==> src/rtl/instr_encoder_loader.sv <==
// Encodes RV32I instruction field bundles into 32-bit words and streams them
// into instruction memory at consecutive word addresses starting at BASE_ADDR.
module instr_encoder_loader #(
    parameter logic [31:0] BASE_ADDR = 32'h0000_0000,
    parameter int unsigned DEPTH     = 64
) (
    input  logic        clk_i,
    input  logic        rst_i,
    input  logic        in_valid_i,
    output logic        in_ready_o,
    input  logic [2:0]  op_i,
    input  logic        alt_i,
    input  logic [2:0]  funct3_i,
    input  logic [4:0]  rd_i,
    input  logic [4:0]  rs1_i,
    input  logic [4:0]  rs2_i,
    input  logic [20:0] imm_i,
    input  logic        clear_i,
    output logic        mem_we_o,
    output logic [31:0] mem_addr_o,
    output logic [31:0] mem_data_o,
    output logic [10:0] count_o,
    output logic        full_o,
    output logic        err_o
);

    typedef enum logic [1:0] {
        IDLE  = 2'd0,
        WRITE = 2'd1,
        FULL  = 2'd2
    } state_t;

    localparam logic [10:0] DepthCount = 11'(DEPTH);

    state_t      state_q, state_d;
    logic [10:0] count_q, count_d;
    logic [31:0] addr_q, addr_d;
    logic [31:0] data_q, data_d;
    logic        err_q, err_d;

    logic [31:0] encodedWord;
    logic        opLegal;
    logic [10:0] countNext;

    always_comb begin
        encodedWord = 32'h0000_0000;
        opLegal     = 1'b1;
        case (op_i)
            3'd0: encodedWord = {(alt_i ? 7'b0100000 : 7'b0000000), rs2_i, rs1_i,
                                 funct3_i, rd_i, 7'b0110011};
            3'd1: encodedWord = {imm_i[11:0], rs1_i, funct3_i, rd_i, 7'b0010011};
            3'd2: encodedWord = {imm_i[11:0], rs1_i, 3'b010, rd_i, 7'b0000011};
            3'd3: encodedWord = {imm_i[11:5], rs2_i, rs1_i, 3'b010, imm_i[4:0], 7'b0100011};
            3'd4: encodedWord = {imm_i[12], imm_i[10:5], rs2_i, rs1_i, funct3_i,
                                 imm_i[4:1], imm_i[11], 7'b1100011};
            3'd5: encodedWord = {imm_i[20], imm_i[10:1], imm_i[11], imm_i[19:12],
                                 rd_i, 7'b1101111};
            3'd6: encodedWord = {imm_i[11:0], rs1_i, 3'b000, rd_i, 7'b1100111};
            default: opLegal = 1'b0;
        endcase
    end

    // clear_i overrides everything but reset; it also blocks acceptance in its cycle.
    always_comb begin
        state_d   = state_q;
        count_d   = count_q;
        addr_d    = addr_q;
        data_d    = data_q;
        err_d     = 1'b0;
        countNext = count_q + 11'd1;
        if (clear_i) begin
            state_d = IDLE;
            count_d = 11'd0;
            addr_d  = BASE_ADDR;
        end else begin
            case (state_q)
                IDLE: begin
                    if (in_valid_i) begin
                        if (opLegal) begin
                            data_d  = encodedWord;
                            addr_d  = BASE_ADDR + {19'd0, count_q, 2'b00};
                            state_d = WRITE;
                        end else begin
                            err_d = 1'b1;
                        end
                    end
                end
                WRITE: begin
                    count_d = countNext;
                    state_d = (countNext == DepthCount) ? FULL : IDLE;
                end
                FULL: state_d = FULL;
                default: state_d = IDLE;
            endcase
        end
    end

    always_ff @(posedge clk_i) begin
        if (rst_i) begin
            state_q <= IDLE;
            count_q <= 11'd0;
            addr_q  <= BASE_ADDR;
            data_q  <= 32'h0000_0000;
            err_q   <= 1'b0;
        end else begin
            state_q <= state_d;
            count_q <= count_d;
            addr_q  <= addr_d;
            data_q  <= data_d;
            err_q   <= err_d;
        end
    end

    // The strobe is gated so a reset or clear arriving in WRITE aborts the write.
    assign mem_we_o   = (state_q == WRITE) && !rst_i && !clear_i;
    assign in_ready_o = (state_q == IDLE) && !clear_i;
    assign mem_addr_o = addr_q;
    assign mem_data_o = data_q;
    assign count_o    = count_q;
    assign full_o     = (state_q == FULL);
    assign err_o      = err_q;

endmodule

==> config.mk <==
export PLATFORM = sky130hd
export DESIGN_NAME = instr_encoder_loader
export DESIGN_NICKNAME = d
export VERILOG_FILES = /design/src/rtl/instr_encoder_loader.sv
export SDC_FILE = /design/constraint.sdc
export NUM_CORES = 1
export LEC_CHECK = 0
export BUFFER_PORTS_ARGS = -buffer_cell sky130_fd_sc_hd__buf_2
export CAP_MARGIN = 20
export CORE_UTILIZATION = 48
export CTS_CLUSTER_SIZE = 14
export DETAILED_ROUTE_END_ITERATION = 6
export PLACE_DENSITY_LB_ADDON = 0.25
export SLEW_MARGIN = 5
export SYNTH_ARGS = -nofsm -noshare
export SYNTH_HDL_FRONTEND = slang
export SYNTH_SLANG_ARGS = --single-unit
==> constraint.sdc <==
create_clock -name clk_i -period 1.69 [get_ports clk_i]
set_input_delay 0.0845 -clock clk_i [delete_from_list [all_inputs] [get_ports clk_i]]
set_output_delay 0.0845 -clock clk_i [all_outputs]
set_load 0.02 [all_outputs]
# Word-level counts from Yosys, hierarchy flattened
# Index checks and enable logic that the tools add are counted.
[totals]
ff_bits = 57
input_bits = 47
out_inout_bits = 79
wordCells = 41
[op_classes]
addsub = 1
eq_ne = 11
mux = 8
n_bitwise = 3
reduce_logical = 13
[op_table]
columns = ["op", "n"]
rows = [
  ["$pmux W32 S7", 1],
  ["$add A11 B1 Y11 const B", 1],
  ["$eq A11 B7 Y1 const B", 1],
  ["$eq A3 B3 Y1 const B", 3],
  ["$reduce_or A7 Y1", 1],
  ["$eq A3 B2 Y1 const B", 2],
  ["$mux W2", 3],
  ["$mux W6", 1],
  ["$pmux W2 S3", 1],
  ["$ne A2 B2 Y1 const B", 2],
  ["$reduce_and A4 Y1", 1],
  ["$reduce_or A4 Y1", 1],
  ["$eq A3 B1 Y1 const B", 1],
  ["$logic_and A1 B1 Y1", 3],
  ["$logic_not A3 Y1", 1],
  ["$not A1 Y1", 3],
  ["$reduce_and A3 Y1", 1],
  ["$eq A2 B1 Y1 const B", 1],
  ["$eq A2 B2 Y1 const B", 1],
  ["$logic_not A1 Y1", 2],
  ["$logic_not A2 Y1", 1],
  ["$mux W1", 2],
  ["$reduce_and A2 Y1", 1],
  ["$reduce_or A2 Y1", 1],
]

# Logic depth before layout (Yosys ltp)
[logic_depth]
depth_word = 6
mapped_depth = 7
depth_no_buf = 6

# Worst setup path before layout
# Ideal clock, no wire load.
[synth_timing]
path_type = "flip-flop to flip-flop"
from = "register count_q[0] (netlist: count_o[0])"
to = "register count_q[10] (netlist: count_o[10])"
setup_ns = 0.128
t_arrival_ns = 1.567
required_time_ns = 1.562
path_slack_ns = -0.004
path_stages_with_launch = 8
n_path_buf = 1
period_less_slack_ns = 1.694
path_cell_list = "dfxtp_1 > ha_1 > nand2_1 > or2_0 > buf_2 > nor4_4 > xnor2_1 > nor2_1"
[synth_via]
elab_chain_cells = 1
[synth_lines]
columns = ["item", "line_no", "source"]
rows = [
  ["from (decl)", "36", "logic [10:0] count_q, count_d;"],
  ["from (signal assigned)", "107", "count_q <= count_d;"],
  ["$add A11 B1 Y11", "70", "countNext = count_q + 11'd1;"],
]
# Every way passes these cells.
# A chain may end at the register's enable or synchronous reset.

# Worst setup path in the final report
[layout_timing]
from = "register state_q[1]"
to = "register data_q[4] (netlist: mem_data_o[4])"
[layout_via]
elab_chain_cells = 2
[layout_lines]
columns = ["item", "line_no", "source"]
rows = [
  ["from (decl)", "35", "state_t state_q, state_d;"],
  ["from (signal assigned)", "106", "state_q <= state_d;"],
  ["$logic_not A2 Y1", "76", "case (state_q)"],
  ["$reduce_and A4 Y1 (no line)", "--", ""],
  ["to (signal assigned)", "109", "data_q <= data_d;"],
  ["to (decl)", "38", "logic [31:0] data_q, data_d;"],
]
# Every way passes these cells.

==> results by group <==
Status
  – Outcome: finished clean

Synthesis
  – #FFs+latches synth: 56
  – Simple logic cell fraction of the synthesized area: 28.2%
  – YS warnings: 0
  – Mapped Area: 3010 µm²
  – Synth Flop Type: dfxtp_1
  – Syn Inst Count: 389
  – Post-synthesis mux area share: 1.75%
  – Sequential share of the synthesized area: 37.3%
  – Mean Syn Cell Area: 7.74 µm²
  – XOR/XNOR share of the synthesized area: 4.66%
  – Most numerous cell in the Yosys netlist: dfxtp_1
  – EDFF count, synth: 0
  – Synth cell types: 42
  – Synth area leaders: dfxtp_1, a21oi_1, buf_4
  – Synth cell count leaders: dfxtp_1, a21oi_1, nand2_1, nor2_1, nand3_1
  – Largest family of logic cells by synthesized area: simple AND/OR/NAND/NOR gates
  – Async SR Flop Fraction: 0%
  – Post-Synth Adder-Cell Area: 0.416%
  – Compound-Gate Fraction of Synth Area: 17.4%
  – Synth area leader: dfxtp_1
  – Post-synth top area share: 37.3%

CTS
  – Clock latency on the worst-skew pair: 0.31 ns
  – Reg clk slew, reported paths: 0.10 ns
  – Clock Path Buffers: 2
  – CTS Buf Count: 5
  – Clock sinks: 56
  – CTS H-tree depth: 2
  – CTS tree: done
  – Post-CTS Setup Inserts: 0
  – Root Buffer: clkbuf_8

Setup path
  – Worst Path Required: 1.94 ns
  – Worst setup EP type: register
  – Worst-path maximum fanout: 12
  – Critical path type: register to register
  – Crit start category: register
  – CP arrival: 1.78 ns

Floorplan
  – Core area: 5990 µm²
  – I/O pin total: 126
  – Initial Util: 50.2%
  – FP Rows: 28
  – Die width: 81.2 µm
  – Die height: 81.2 µm
  – Die area: 6590 µm²

Cells and area
  – Share of layout cells above drive strength 1: 29.3%
  – Area delta synth->final: 25.8%
  – # nets final: 548
  – Finished Core Util: 63.2%
  – Diodes inserted: 0
  – Fillcell total: 569

Timing
  – Period utilization: 90.4%
  – Hold Vio Cnt, Final: 0
  – Slew Limit Fails: 0
  – Final setup viols: 0
  – Min Tclk post-route: 1.53 ns
  – Fin Hold WS: 0.0213 ns
  – Max Clk Rate: 655 MHz
  – Setup TNS: 0 ns
  – Worst setup margin: 0.163 ns
  – RSZ-0062 raised after global routing: no
  – Worst clock skew: 0.00704 ns

Flow run
  – Max-Cap Viols: 0

Route
  – DR vias: 2987
  – Drt wl/cell: 13.5 µm
  – Antenna-violating nets left: 0
  – Total wire length: 7.78 mm
  – Drt pass-1 iters: 4
  – Via-to-Cell Ratio: 5.19
  – Drt drc: 0
  – Drt first-iter violations: 190

Global routing
  – Largest net degree at the start of global routing: 32
  – Total track usage: 23.8%
  – Initial antenna violation count: 0
  – Remaining global-route overflow: 0
  – Global-route wire length before repair: 12.2 mm
  – Vias in the first global route: 2626

Placement
  – Dpl hpwl: 5.66 mm
  – IO Port Bufs: 104
  – Routability cong.: 0.904
  – Pre-CTS setup slack: 0.0213 ns

Pwr
  – PwrDens: 739 nW/µm²
  – P_leak: 1.69 nW
  – Max rail drop VDD: 0.431 mV

Worst hold path
  – Hold Crit Class: input pin to register
[stage by stage]
stage	total power [W]	area, µm²	instances
finish	0.00280	3790	576
global route	0.00293	3790	576
CTS	0.00283	3780	576
detailed placement	0.00193	3620	563
global placement	0.00192	3620	563
floorplan	0.00178	3090	409
[metal layers]
| metal | global-route usage (%) | wire, µm | vias up | part of all wire (%) |
|---|---|---|---|---|
| met5 | 0 | 0 | - | 0 |
| met4 | 6.96 | 117 | 0 | 1.5 |
| met3 | 4.16 | 415 | 11 | 5.3 |
| met2 | 39.6 | 3760 | 102 | 48 |
| met1 | 31.5 | 3490 | 1362 | 45 |
| li1 | - | - | 1512 | - |
[kinds of logic (layout without fill, tap and decap cells)]
family,after synthesis,after routing
other cells,1,21
buf+inv,54,146
fa+ha+maj,1,1
flops,56,56
simple gates,166,166
compound gates,90,90
mux,5,5
xor+xnor,16,16
[sequential cells by signal, summed over array words and instances (netlist names)]
| register | flops |
|---|---|
| err_o | 1 |
| count_o | 11 |
| mem_data_o | 31 |
| state_q | 2 |
| mem_addr_o | 11 |
[worst paths after layout]
check	startpoint	end	slack [ns]	depth (start not counted)
setup / recovery	state_q[1]	mem_data_o[4]	0.16	5
hold / removal	imm_i[7]	mem_data_o[27]	0.02	3
setup reg to reg	state_q[1]	mem_data_o[4]	0.16	5
hold reg to reg	mem_data_o[28]	mem_data_o[28]	0.45	2
[repair_timing]
item                                   4_1_cts  5_1_grt
setup endpoints to repair                    0        3
hold buffers                                 5        0
endpoints found under the hold margin        5        0
resized for setup                            0        2
[report_power, final]
| group | switching, W | internal [W] |
|---|---|---|
| sequential | 0.0000252 | 0.00136 |
| clock | 0.000441 | 0.000449 |
| combinational | 0.000323 | 0.000197 |
[cells in the final DEF (no fill, tap or decap), types with 7 or more instances in the layout]
cell type / count
nor2_1: 33
nand2_1: 45
conb_1: 21
nor2b_1: 17
xnor2_1: 9
buf_2: 104
nor3_1: 7
nand3_1: 27
a21oi_1: 53
dfxtp_1: 55
nand2b_1: 19
xor2_1: 7
buf_4: 23
[final cells by class]
| class | count | area [µm²] | area share, % |
|---|---|---|---|
| multi-input cells | 299 | 1660 | 43.9 |
| flip-flops and latches | 56 | 1120 | 29.6 |
| repair buffers | 134 | 783 | 20.7 |
| well taps | 75 | 93.8 | 2.48 |
| clock buffers | 6 | 72.6 | 1.92 |
| clock inverters | 2 | 38.8 | 1.02 |
| inverters | 4 | 15.0 | 0.397 |
[critical path, stage by stage (launching register included)]
cell,delay [ns]
dfxtp_1,0.34
nor3b_4,0.27
nand3b_2,0.20
buf_4,0.23
or3_1,0.31
a21oi_1,0.12
No activity file was read; power rests on OpenSTA's default activity.
